**config.mk**
```make
export PLATFORM = sky130hd
export DESIGN_NAME = write_fsm
export DESIGN_NICKNAME = d
export VERILOG_FILES = /design/src/rtl/write_fsm_pkg.sv /design/src/rtl/key_edge_detect.sv /design/src/rtl/write_fsm.sv
export SDC_FILE = /design/constraint.sdc
export NUM_CORES = 1
export LEC_CHECK = 0
export CORE_AREA = 2 2 39 41
export DETAILED_ROUTE_END_ITERATION = 8
export DIE_AREA = 0 0 41 43
export GPL_TIMING_DRIVEN = 0
export HOLD_SLACK_MARGIN = 0.15
export SLEW_MARGIN = 10
export SYNTH_ARGS = -nofsm -noshare
export SYNTH_HDL_FRONTEND = slang
export SYNTH_SLANG_ARGS = --single-unit
export TNS_END_PERCENT = 30
```
**constraint.sdc**
```tcl
create_clock -name clk -period 1.2 [get_ports clk]
set_input_delay 0.24 -clock clk [delete_from_list [all_inputs] [get_ports clk]]
set_output_delay 0.24 -clock clk [all_outputs]
set_load 0.1 [all_outputs]
```
**src/rtl/write_fsm_pkg.sv**
```systemverilog
// write_fsm_pkg: state encoding and reset state for the keypad-entry sequencer
package write_fsm_pkg;
  typedef enum logic [2:0] {
    IDLE1  = 3'd0,
    DIG1   = 3'd1,
    IDLE2  = 3'd2,
    DIG2   = 3'd3,
    IDLE3  = 3'd4,
    REG    = 3'd5,
    RESULT = 3'd6
  } state_t;
  localparam state_t RESET_STATE = IDLE1;
endpackage

```
**src/rtl/key_edge_detect.sv**
```systemverilog
// key_edge_detect: rising-edge detector for the key strobe, built only with WRITE_FSM_STROBE_EDGE_EN
`ifdef WRITE_FSM_STROBE_EDGE_EN
module key_edge_detect (
  input  logic clk,
  input  logic rst,
  input  logic in,
  output logic rise
);
  logic in_q;
  // previous strobe level, cleared in reset so a strobe high at release counts as an edge
  always_ff @(posedge clk)
    in_q <= rst ? in : 1'b0;
  assign rise = in & ~in_q;
endmodule
`endif

```
**src/rtl/write_fsm.sv**
```systemverilog
// write_fsm: keypad-entry sequencer (two digits, then register or operator); WRITE_FSM_STROBE_EDGE_EN selects edge-qualified strobe
module write_fsm
  import write_fsm_pkg::*;
(
  input  logic clk,
  input  logic rst,
  input  logic key_strobe,
  input  logic isop,
  input  logic isdig,
  input  logic isreg,
  output logic store_dig,
  output logic reg_num,
  output logic result_ready
);
  state_t state, next_state;
  logic ev;
`ifdef WRITE_FSM_STROBE_EDGE_EN
  key_edge_detect u_edge (.clk(clk), .rst(rst), .in(key_strobe), .rise(ev));
`else
  assign ev = key_strobe;
`endif
  // state register; active-low reset wins over any key event
  always_ff @(posedge clk)
    state <= rst ? next_state : RESET_STATE;
  // next state; digits outrank register keys, which outrank operators
  always_comb begin
    next_state = IDLE1;
    case (state)
      IDLE1:  next_state = (ev && isdig) ? DIG1 : IDLE1;
      DIG1:   next_state = IDLE2;
      IDLE2:  next_state = (ev && isdig) ? DIG2 : IDLE2;
      DIG2:   next_state = IDLE3;
      IDLE3:  next_state = (!ev || isdig) ? IDLE3 : isreg ? REG : isop ? RESULT : IDLE3;
      default: next_state = IDLE1;
    endcase
  end
  // Moore output decode; unused encodings give all zeros
  always_comb begin
    store_dig    = (state == DIG1) || (state == DIG2);
    reg_num      = state == REG;
    result_ready = state == RESULT;
  end
endmodule

```
==> run summary <==
Status - complete, but fails checks
Failing checks - setup timing
Routed vias - 201
Die width - 41 um
Clock Sinks - 3
Layout area overhead - 129%
Maxcap violations - 0
I/O Pins - 9
Peak ir drop on the vdd network - 232 uV
Max Fanout on Critical Path - 3
Top Registers - state (3)
Total gr overflow - 0
Synth cell count leaders - 3 x dfxtp_1, 3 x nand2b_1, 2 x nand3b_1, 2 x nor2_1, 2 x or3b_1
Nature of the critical path endpoint - primary output
Total CTS buffers - 3
Most flop-heavy register - state
#FFs+latches synth - 3
Reg area - 71.3 um2
WL/cell - 8.88 um
Worst-case clock skew - 0.000361 ns
CP Data Arrival Time - 1.01 ns
Die area - 1760 um2
Total GRT Usage - 6.83%
Cell Pwr Density - 906 nW/um2
Post-layout util - 28.2%
Placeable Area - 1380 um2
Clk Latency, worst-skew pair - 0.24 ns
Largest net degree at the start of global routing - 6
NumNets Final - 41
CP startpoint kind - flop
Initial Util - 12.3%
Pre-antenna DRT Iters - 2
Maximum clock frequency - 802 MHz
Required @ worst endpoint - 0.96 ns
Post-route setup slack - -0.0468 ns
First-pass GRT wire length - 738 um
CTS Buffer Depth - 2
Gate Count Post-Synth - 19
Number of global-route vias before repair - 187
Avg Cell Area, Syn - 8.96 um2
Setup Crit Path Kind - reg -> out
Number of synthesized flops with an enable pin - 0
Final Hold Violating Endpoints - 0
Synth area leaders - dfxtp_1 35%, nand2b_1 11%, or3b_1 10%, nand3b_1 8.8%, nand4bb_1 6.6%
Fillers - 146
Post-route ant nets - 0
Unrepaired setup endpoints after global routing - yes
Pre-CTS setup slack - -0.886 ns
GPL Wtd Cong - 0.748
Site row count - 14
Largest register FFs - 3
Synth Flop Type - dfxtp_1
Buffers added on ports - 8
Slew headroom - 86.8%
Fin crit share - 104%
Synth area leader - dfxtp_1
Initial antenna violation count - 0
Antenna cells - 0
DP Wirelength - 305 um
Register area share after synthesis - 35.3%
Share of layout cells above drive strength 1 - 50.0%
Final Power - 0.000354 W
Post-synth ARST share - 0%
Synthesis warning total - 0
Pleak - 0.135 nW
Max Slew Vio Count - 0
Total wire length - 444 um
Synth Cell Area - 170 um2
CTS tree - yes
DRC violations left - 0
Final setup fails - 2
Vias/cell - 4.02
Netlist cell types - 12
Die Y - 43 um
Hold Crit Class - reg -> reg
H-tree depth - 1
Area of the multi-input gates - 134 um2
Worst hold margin - 0.566 ns
Drt first-iter violations - 1
Syn Nets - 25
Clock root cell - clkbuf_4
Worst-Margin Slew - 0.198 ns
Setup TNS - -0.0775 ns
Minimum clock period - 1.25 ns
Top cell type's share of synthesized area - 35.3%
CTS clk-pin slew, worst paths - 0.04 ns
-- metrics by stage --
stage                     instance area, um2  instances
after floorplan                          199         19
after global placement                   299         43
after detailed placement                 299         43
after CTS                                382         50
after global routing                     390         50
final                                    390         50
-- power breakdown --
group / internal [W] / switching [W] / total (W)
sequential: 0.000100 / 0.00000366 / 0.000104
clock: 0.000125 / 0.0000587 / 0.000184
combinational: 0.0000376 / 0.0000283 / 0.0000660
total: 0.000263 / 0.0000907 / 0.000354
-- path summary, 6_finish.rpt --
check,from,to,slack [ns],cells past startpoint
worst min-delay path,state[2]$_SDFF_PN0_,state[1]$_SDFF_PN0_,0.57,2
worst min register to register,state[2]$_SDFF_PN0_,state[1]$_SDFF_PN0_,0.57,2
worst max register to register,state[2]$_SDFF_PN0_,state[2]$_SDFF_PN0_,0.14,3
worst max-delay path,state[0]$_SDFF_PN0_,result_ready,-0.05,3
-- cell type report --
cell class              count  share of cell area (%)
multi-input cells          15                    34.3
well taps                  16                    5.13
clock buffers               4                    6.73
repair buffers             11                    34.0
inverters                   1                    1.60
flip-flops and latches      3                    18.3
-- worst max-delay path: stages (launching register included) --
cell and delay (ns):
dfxtp_4 0.34, inv_4 0.08, and3_4 0.19, buf_12 0.17
-- placed cells by master (no fill, tap or decap), drive strengths merged, types with 2 or more instances in the layout --
cell type	n
buf	6
clkdlybuf4s50	5
clkbuf	4
dfxtp	3
nand2b	3
nor2	2
nand3b	2
or3b	2
-- metal layers --
layer,global-route usage [%],up-vias,routed length [um]
li1,-,102,-
met1,6.77,90,162
met2,9.06,7,246
met3,1.57,2,19
met4,10.0,0,14
met5,0,-,0
-- what timing repair did --
| item | in CTS | in global routing |
|---|---|---|
| setup buffers | 3 | 0 |
| endpoints found under the setup margin | 3 | 3 |
| hold buffers | 0 | 0 |
| hold endpoints to repair | 0 | 0 |
| resized for setup | 32 | 2 |
| pin swaps | 2 | 0 |
-- logic make-up after synthesis --
kind of cell / after synthesis / synth area share [%]
AND/OR/NAND/NOR: 11 / 44.9
AO/OA/AOI/OAI: 3 / 12.5
flip-flops: 3 / 35.3
XOR/XNOR: 1 / 5.15
buffers and inverters: 1 / 2.20
(Power assumes the default switching activity.)
